$ cat src/rtl/mdu_iter.sv
// Iterative multiply/divide unit with HI/LO result registers: bit-serial shift-add
// multiply and restoring divide. Define MDU_MACC_EN to enable madd/maddu/msub/msubu.
module mdu_iter #(
  parameter int WIDTH = 32
) (
  input  logic             clk,
  input  logic             reset,
  input  logic [WIDTH-1:0] a,
  input  logic [WIDTH-1:0] b,
  input  logic [2:0]       op,
  input  logic             start,
  input  logic             hi_we,
  input  logic             lo_we,
  input  logic             cancel,
  input  logic             r_sel,
  output logic [WIDTH-1:0] r,
  output logic             busy,
  output logic             done
);

  localparam int unsigned W  = WIDTH;
  localparam int unsigned PW = 2 * WIDTH;
  localparam int unsigned CW = $clog2(WIDTH + 1);

  typedef enum logic [1:0] {IDLE, RUN, FIX} state_t;

  state_t        state;
  logic [CW-1:0] cnt;
  logic [W-1:0]  hi, lo, a_q, divr;
  logic [PW-1:0] prod;
  logic          is_div, neg_p, neg_r, div0;
`ifdef MDU_MACC_EN
  logic          is_macc, is_sub;
  logic [PW-1:0] acc;
`endif

  logic          op_ok, accept, sa, sb;
  logic [W-1:0]  a_mag, b_mag, q_s, r_s;
  logic [W:0]    mul_sum, rem_sh, diff;
  logic [PW-1:0] prod_s;

`ifdef MDU_MACC_EN
  assign op_ok = 1'b1;
`else
  assign op_ok = ~op[2];
`endif

  assign accept = start && op_ok && !hi_we && !lo_we && !cancel;
  assign busy   = (state != IDLE) || accept;
  assign r      = r_sel ? hi : lo;

  // Magnitudes: operands are sign-treated only for the signed (even) ops
  assign sa    = ~op[0] & a[W-1];
  assign sb    = ~op[0] & b[W-1];
  assign a_mag = sa ? -a : a;
  assign b_mag = sb ? -b : b;

  // One iteration step; multiply and divide share the product register
  assign mul_sum = {1'b0, prod[PW-1:W]} + {1'b0, {W{prod[0]}} & divr};
  assign rem_sh  = {prod[PW-1:W], prod[W-1]};
  assign diff    = rem_sh - {1'b0, divr};

  assign prod_s = neg_p ? -prod : prod;
  assign q_s    = neg_p ? -prod[W-1:0] : prod[W-1:0];
  assign r_s    = neg_r ? -prod[PW-1:W] : prod[PW-1:W];
`ifdef MDU_MACC_EN
  assign acc    = is_sub ? ({hi, lo} - prod_s) : ({hi, lo} + prod_s);
`endif

  always_ff @(posedge clk) begin
    if (reset) begin
      state  <= IDLE;
      cnt    <= '0;
      hi     <= '0;
      lo     <= '0;
      a_q    <= '0;
      divr   <= '0;
      prod   <= '0;
      is_div <= 1'b0;
      neg_p  <= 1'b0;
      neg_r  <= 1'b0;
      div0   <= 1'b0;
      done   <= 1'b0;
`ifdef MDU_MACC_EN
      is_macc <= 1'b0;
      is_sub  <= 1'b0;
`endif
    end else begin
      done <= 1'b0;
      if (cancel) begin
        state <= IDLE;
      end else begin
        case (state)
          IDLE: begin
            if (hi_we || lo_we) begin
              if (hi_we) hi <= a;
              if (lo_we) lo <= a;
            end else if (accept) begin
              a_q    <= a;
              divr   <= b_mag;
              prod   <= {W'(0), a_mag};
              is_div <= op[1] & ~op[2];
              neg_p  <= sa ^ sb;
              neg_r  <= sa;
              div0   <= (b == '0);
              cnt    <= CW'(W);
              state  <= RUN;
`ifdef MDU_MACC_EN
              is_macc <= op[2];
              is_sub  <= op[1];
`endif
            end
          end
          RUN: begin
            if (is_div)
              prod <= {diff[W] ? rem_sh[W-1:0] : diff[W-1:0], prod[W-2:0], ~diff[W]};
            else
              prod <= {mul_sum, prod[W-1:1]};
            cnt <= cnt - CW'(1);
            if (cnt == CW'(1)) state <= FIX;
          end
          FIX: begin
            if (is_div) begin
              lo <= div0 ? '1 : q_s;
              hi <= div0 ? a_q : r_s;
`ifdef MDU_MACC_EN
            end else if (is_macc) begin
              {hi, lo} <= acc;
`endif
            end else begin
              {hi, lo} <= prod_s;
            end
            done  <= 1'b1;
            state <= IDLE;
          end
          default: state <= IDLE;
        endcase
      end
    end
  end

endmodule

$ cat config.mk
export PLATFORM = sky130hd
export DESIGN_NAME = mdu_iter
export DESIGN_NICKNAME = d
export VERILOG_FILES = /design/src/rtl/mdu_iter.sv
export SDC_FILE = /design/constraint.sdc
export NUM_CORES = 1
export LEC_CHECK = 0
export ABC_CLOCK_PERIOD_IN_PS = 7600
export CAP_MARGIN = 10
export CORE_ASPECT_RATIO = 1.2
export CORE_MARGIN = 1.5
export CORE_UTILIZATION = 63
export CTS_BUF_LIST = sky130_fd_sc_hd__clkbuf_16
export CTS_CLUSTER_DIAMETER = 200
export DETAILED_ROUTE_END_ITERATION = 7
export PLACE_DENSITY = 0.83
export SYNTH_ARGS = -nofsm -noshare
export SYNTH_HDL_FRONTEND = slang
export SYNTH_SLANG_ARGS = --single-unit
$ cat constraint.sdc
create_clock -name clk -period 7.6 [get_ports clk]
set_input_delay 1.52 -clock clk [delete_from_list [all_inputs] [get_ports clk]]
set_output_delay 1.52 -clock clk [all_outputs]
set_load 0.02 [all_outputs]
### Word-level counts from Yosys, hierarchy flattened

Index checks and enable logic that the tools add are counted.

| cells by class | value |
|---|---|
| add/subtract/negate cells | 8 |
| bitwise gates (word level) | 10 |
| equal/unequal tests | 9 |
| reduce and logical (&&, ||, !) cells | 20 |
| multiplexer cells | 29 |

Operators with widths:

| operator | number |
|---|---|
| 2-to-1 mux 32 bit | 14 |
| 2-to-1 mux 64 bit | 4 |
| negation 32 bit | 4 |
| case mux 32 bit (2 select lines) | 2 |
| case mux 64 bit (2 select lines) | 1 |
| negation 64 bit | 1 |
| adder 32 x 32 -> 33 bit | 1 |
| subtractor 33 x 32 -> 33 bit | 1 |
| AND 32 bit | 1 |
| logical NOT 32 bit | 1 |
| AND reduction 4 bit | 4 |
| 2-to-1 mux 6 bit | 2 |
| != test 2 bit, second input constant | 6 |
| case mux 6 bit (2 select lines) | 1 |
| equality test 6 x 1 -> 1 bit, second input constant | 1 |
| 2-to-1 mux 2 bit | 3 |
| nonzero test 2 bit | 3 |
| subtractor 6 x 1 -> 6 bit, second input constant | 1 |
| inverter 1 bit | 5 |
| logical AND 1 bit | 4 |
| case mux 2 bit (2 select lines) | 1 |
| AND 1 bit | 3 |
| logical NOT 1 bit | 3 |
| AND reduction 3 bit | 1 |
| other kinds (7) | 8 |

| storage, ports and cells | value |
|---|---|
| input bits | 74 |
| output and inout port bits | 34 |
| flip-flop bits (word level) | 205 |
| word-level logic and storage cells | 88 |

### Longest topological paths before layout

| depth | value |
|---|---|
| word-level depth | 8 |
| gate-level depth with buffers | 14 |
| depth with buffers taken out | 13 |

### Worst setup path before layout

No wires, ideal clock.

| path | value |
|---|---|
| kind | input-to-output |
| start point | in op[2] |
| end point | out busy |
| data arrival time | 2.746 ns |
| data required time | 6.080 ns |
| path buffers | 0 |
| slack | 3.334 ns |
| cell stages on the path | 2 |
| path through | or4b_2 > o21ai_0 |

| on the way | value |
|---|---|
| word-level cells in the longest chain between the ends | 6 |

Ends and longest elaborated chain:

| element | RTL line | RTL |
|---|---|---|
| start, declared | 10 | `input logic [2:0] op,` |
| inverter 1 bit | 45 | `assign op_ok = ~op[2];` |
| logical AND 1 bit (4 in a row) | 48 | `assign accept = start && op_ok && !hi_we && !lo_we && !cancel;` |
| logical OR 1 bit | 49 | `assign busy = (state != IDLE) \|\| accept;` |
| end, declared | 17 | `output logic busy,` |

No other way between the ends.

### Worst setup path in the final report

| path | value |
|---|---|
| start point | in hi_we |
| end point | out busy |

| on the way | value |
|---|---|
| word-level cells in the longest chain between the ends | 5 |

Ends and longest elaborated chain:

| element | RTL line | RTL |
|---|---|---|
| start, declared | 12 | `input logic hi_we,` |
| logical NOT 1 bit | 48 |  |
| logical AND 1 bit (3 in a row) | 48 |  |
| logical OR 1 bit | 49 |  |

No other way between the ends.

==> results_tabular.tex <==
\begin{tabular}{lr}
\hline
Metric & Value \\
\hline
\multicolumn{2}{l}{\textbf{Status}} \\
\quad Outcome & finished, final reports clean \\
\multicolumn{2}{l}{\textbf{Synthesis}} \\
\quad Average cell area after synthesis & 7.30 um2 \\
\quad Net count after synthesis & approximately 2400 \\
\quad Primary flip-flop cell chosen by synthesis mapping & dfxtp\_1 \\
\quad Mapped Area & 0.0166 mm2 \\
\quad Area share of the leading cell type in the synthesized netlist & 24.7\% \\
\quad Number of synthesized register bits & 205 \\
\quad Post-Synthesis Cells & 2276 \\
\quad Async set-reset flop share out of synthesis & 0\% \\
\quad Post-synth EDFFs & 0 \\
\quad Most used standard cells in the synthesized netlist & 247 x nand2\_1, 241 x a21oi\_1, 234 x nor2\_1, 205 x dfxtp\_1, 169 x clkbuf\_1 \\
\quad Cell type with the largest total area after synthesis & dfxtp\_1 \\
\quad Number of distinct library cells after synthesis & just over 80 \\
\quad Top area cells in the synthesized netlist & dfxtp\_1 25\%, a21oi\_1 7.3\%, xnor2\_1 6.0\% \\
\quad Post-synthesis sequential area ratio & 24.7\% \\
\quad Cell with the most instances after synthesis & nand2\_1 \\
\quad Count of yosys warnings during synthesis & 0 \\
\multicolumn{2}{l}{\textbf{Worst setup path}} \\
\quad Critical path startpoint & hi\_we \\
\quad Worst Setup End Kind & output port \\
\quad Critical Path Start Type & input port \\
\quad Type of the worst setup path & input port to output port \\
\quad Setup slack on the worst flop-to-flop path & 3080 ps \\
\quad Largest fanout on the critical path & 3 \\
\quad Worst EP arrival & 3620 ps \\
\quad R2r endpoint & prod[33] \\
\quad Required @ worst endpoint & 6080 ps \\
\quad R2r startpoint & prod[31] \\
\quad Setup crit end & busy \\
\quad Reg2reg path depth & 12 \\
\multicolumn{2}{l}{\textbf{Floorplanning}} \\
\quad Vertical extent of the die & 181 um \\
\quad Std-Cell Rows & 64 \\
\quad Boundary Pins & about 110 \\
\quad Initial Util & 64.7\% \\
\quad Horizontal die dimension & roughly 150 um \\
\quad Die Area & $\sim$0.027 mm2 \\
\quad Core area & between 0.02 and 0.03 mm2 \\
\multicolumn{2}{l}{\textbf{Clock network}} \\
\quad Number of buffers inserted to repair setup after CTS & 0 \\
\quad Post-CTS Resized & 0 \\
\quad H-tree level count & 1 \\
\quad Clock root buffer master & clkbuf\_16 \\
\quad Clk slew on worst S/H paths & 60 ps \\
\quad Clock Sink Count & about 210 \\
\quad Cts-stage hold buffer count & 0 \\
\quad Buffer depth of the longest clock path & 3 \\
\quad CTS tree & yes \\
\quad Number of buffers inserted during clock tree synthesis & 24 \\
\quad Clock latency of the later-clocked register in the worst-skew pair & 540 ps \\
\multicolumn{2}{l}{\textbf{Layout}} \\
\quad P\&R area growth vs syn & 10.3\% \\
\quad Layout cell share with drive strength beyond 1 & 5.67\% \\
\quad Nets & 2387 \\
\quad Util after Layout & between 70\% and 80\% \\
\quad FF/Latch Area & just over 0.004 mm2 \\
\quad Antenna cell count & 0 \\
\quad Area taken by multi-input logic gates & 0.0116 mm2 \\
\quad Number of filler instances in the final layout & between 2000 and 2500 \\
\quad Post-route standard cell area excluding fillers & 0.0183 mm2 \\
\multicolumn{2}{l}{\textbf{Placed design}} \\
\quad Number of I/O port buffers & 107 \\
\quad Standard cell area after detailed placement & about 0.018 mm2 \\
\quad Routability-driven placement congestion ratio & 1.02 \\
\quad Sum of net half-perimeters after detailed placement & between 30000 and 40000 um \\
\multicolumn{2}{l}{\textbf{STA}} \\
\quad Total Negative Setup Slacks & 0 ps \\
\quad Total of endpoints with negative setup slack in the final report & 0 \\
\quad Hold slack & 451 ps \\
\quad Setup repair after global routing missed its margin & no \\
\quad Slew Limit Fails & 0 \\
\quad Transition time of the tightest slew-check pin & between 1000 and 1500 ps \\
\quad Clock skew after layout & 18.9 ps \\
\quad Number of hold violations in the final report & 0 \\
\quad Final critical path time including I/O delays and setup & 5140 ps \\
\quad Highest clock frequency the design can meet & 0.195 GHz \\
\quad Slew margin rel. & 20.1\% \\
\quad Share of the clock period used by the worst path after layout & 67.6\% \\
\multicolumn{2}{l}{\textbf{Flow run}} \\
\quad Max cap viols & 0 \\
\multicolumn{2}{l}{\textbf{Route}} \\
\quad Routed wire length & between 50000 and 60000 um \\
\quad Routed len/inst & 20.7 um \\
\quad Vias per std cell & 6.72 \\
\quad Iteration count of the initial detailed-routing pass & 5 \\
\quad Drt first-iter violations & 1723 \\
\quad Post-detailed-route count of antenna-violating nets & 0 \\
\quad Via Count & 17400 \\
\quad Remaining DRCs & 0 \\
\multicolumn{2}{l}{\textbf{Global routing}} \\
\quad Wire length of the first global-routing pass & 85100 um \\
\quad GRT Util Overall & 38.5\% \\
\quad Pin count of the biggest net entering global routing & 99 \\
\quad Total congestion overflow & 0 \\
\quad Number of antenna violations at the first check in global routing & 1 \\
\quad Via count of the first global-routing pass & 16400 \\
\multicolumn{2}{l}{\textbf{Min path}} \\
\quad Critical hold path startpoint & lo[13] \\
\quad Worst hold-check path type & register to register \\
\multicolumn{2}{l}{\textbf{Power and ir drop}} \\
\quad Peak VDD IR & 0.177 mV \\
\quad Leakage & 6.95 nW \\
\quad Pwr per Cell Area & 149 mW/mm2 \\
\hline
\end{tabular}
[per-stage QoR]
step                worst slack [ps]  power, mW  cells
floorplan                       3330       1.43   2276
global placement                2370       1.60   2544
detailed placement              2320       1.60   2544
CTS                             2470       2.71   2588
global route                    2390       2.80   2589
finish                          2460       2.73   2589
[registers in the layout, summed over array words and instances, names as in the netlist, 2 cells and up]
signal and count:
hi 32, state 2, lo 32, a_q 32, prod 64, cnt 6, divr 32
[worst min path at each step]
| stage | slack [ps] | cells after the start | end |
|---|---|---|---|
| floorplan | 430 | 2 | hi[12] |
| CTS | 450 | 2 | lo[14] |
| detailed placement | 440 | 2 | lo[17] |
| global route | 470 | 2 | lo[10] |
| finish | 450 | 2 | lo[13] |
| global placement | 440 | 2 | a_q[15] |
[layout make-up]
class	instances	area share (%)
inverters	65	1.33
clock inverters	20	0.826
flip-flops and latches	205	22.4
multi-input cells	1816	63.2
well taps	330	2.25
repair buffers	129	6.75
clock buffers	24	3.28
[cells in the final DEF, fill, tap and decap left out, drive strengths merged, types with 19 or more instances in the layout]
| cell | netlist | layout |
|---|---|---|
| a211oi | 82 | 82 |
| a21o | 28 | 28 |
| a21oi | 241 | 241 |
| a31oi | 19 | 19 |
| buf | 21 | 23 |
| clkbuf | 169 | 24 |
| clkdlybuf4s50 | 0 | 106 |
| dfxtp | 205 | 205 |
| ha | 70 | 70 |
| inv | 64 | 70 |
| mux2 | 34 | 34 |
| mux2i | 35 | 35 |
| nand2 | 247 | 247 |
| nand2b | 27 | 27 |
| nand3 | 30 | 30 |
| nor2 | 234 | 234 |
| nor3 | 58 | 58 |
| nor4 | 28 | 28 |
| o211ai | 28 | 28 |
| o21ai | 125 | 125 |
| o221ai | 38 | 38 |
| o31ai | 32 | 32 |
| or3 | 20 | 20 |
| or4 | 20 | 20 |
| xnor2 | 114 | 114 |
| xor2 | 82 | 82 |
[power by group]
part / internal [mW] / switching [mW]
clock: 0.642 / 0.486
combinational: 0.185 / 0.291
sequential: 1.10 / 0.0207
total: 1.93 / 0.799
[logic make-up (layout without fill, tap and decap cells)]
family / after synthesis / after routing / share of synthesized area [%]
flops: 205 / 205 / 24.7
simple gates: 759 / 759 / 21.3
fa+ha+maj: 72 / 72 / 5.51
xor+xnor: 196 / 196 / 10.3
mux: 69 / 69 / 4.41
buf+inv: 255 / 238 / 5.89
compound gates: 720 / 720 / 27.9
[critical path, stage by stage]
cell,delay [ps]
clkdlybuf4s50_1,460
or4b_2,650
o21ai_0,320
clkdlybuf4s50_1,670
[routing by layer]
metal | vias up | track usage [%] | routed length, um
met5 | - | 0 | 9
met4 | 2 | 21.8 | 3220
met3 | 202 | 5.20 | 4010
met2 | 819 | 63.4 | 25100
met1 | 8234 | 47.6 | 21300
li1 | 8136 | - | -
No activity file was read; power rests on OpenSTA's default activity.
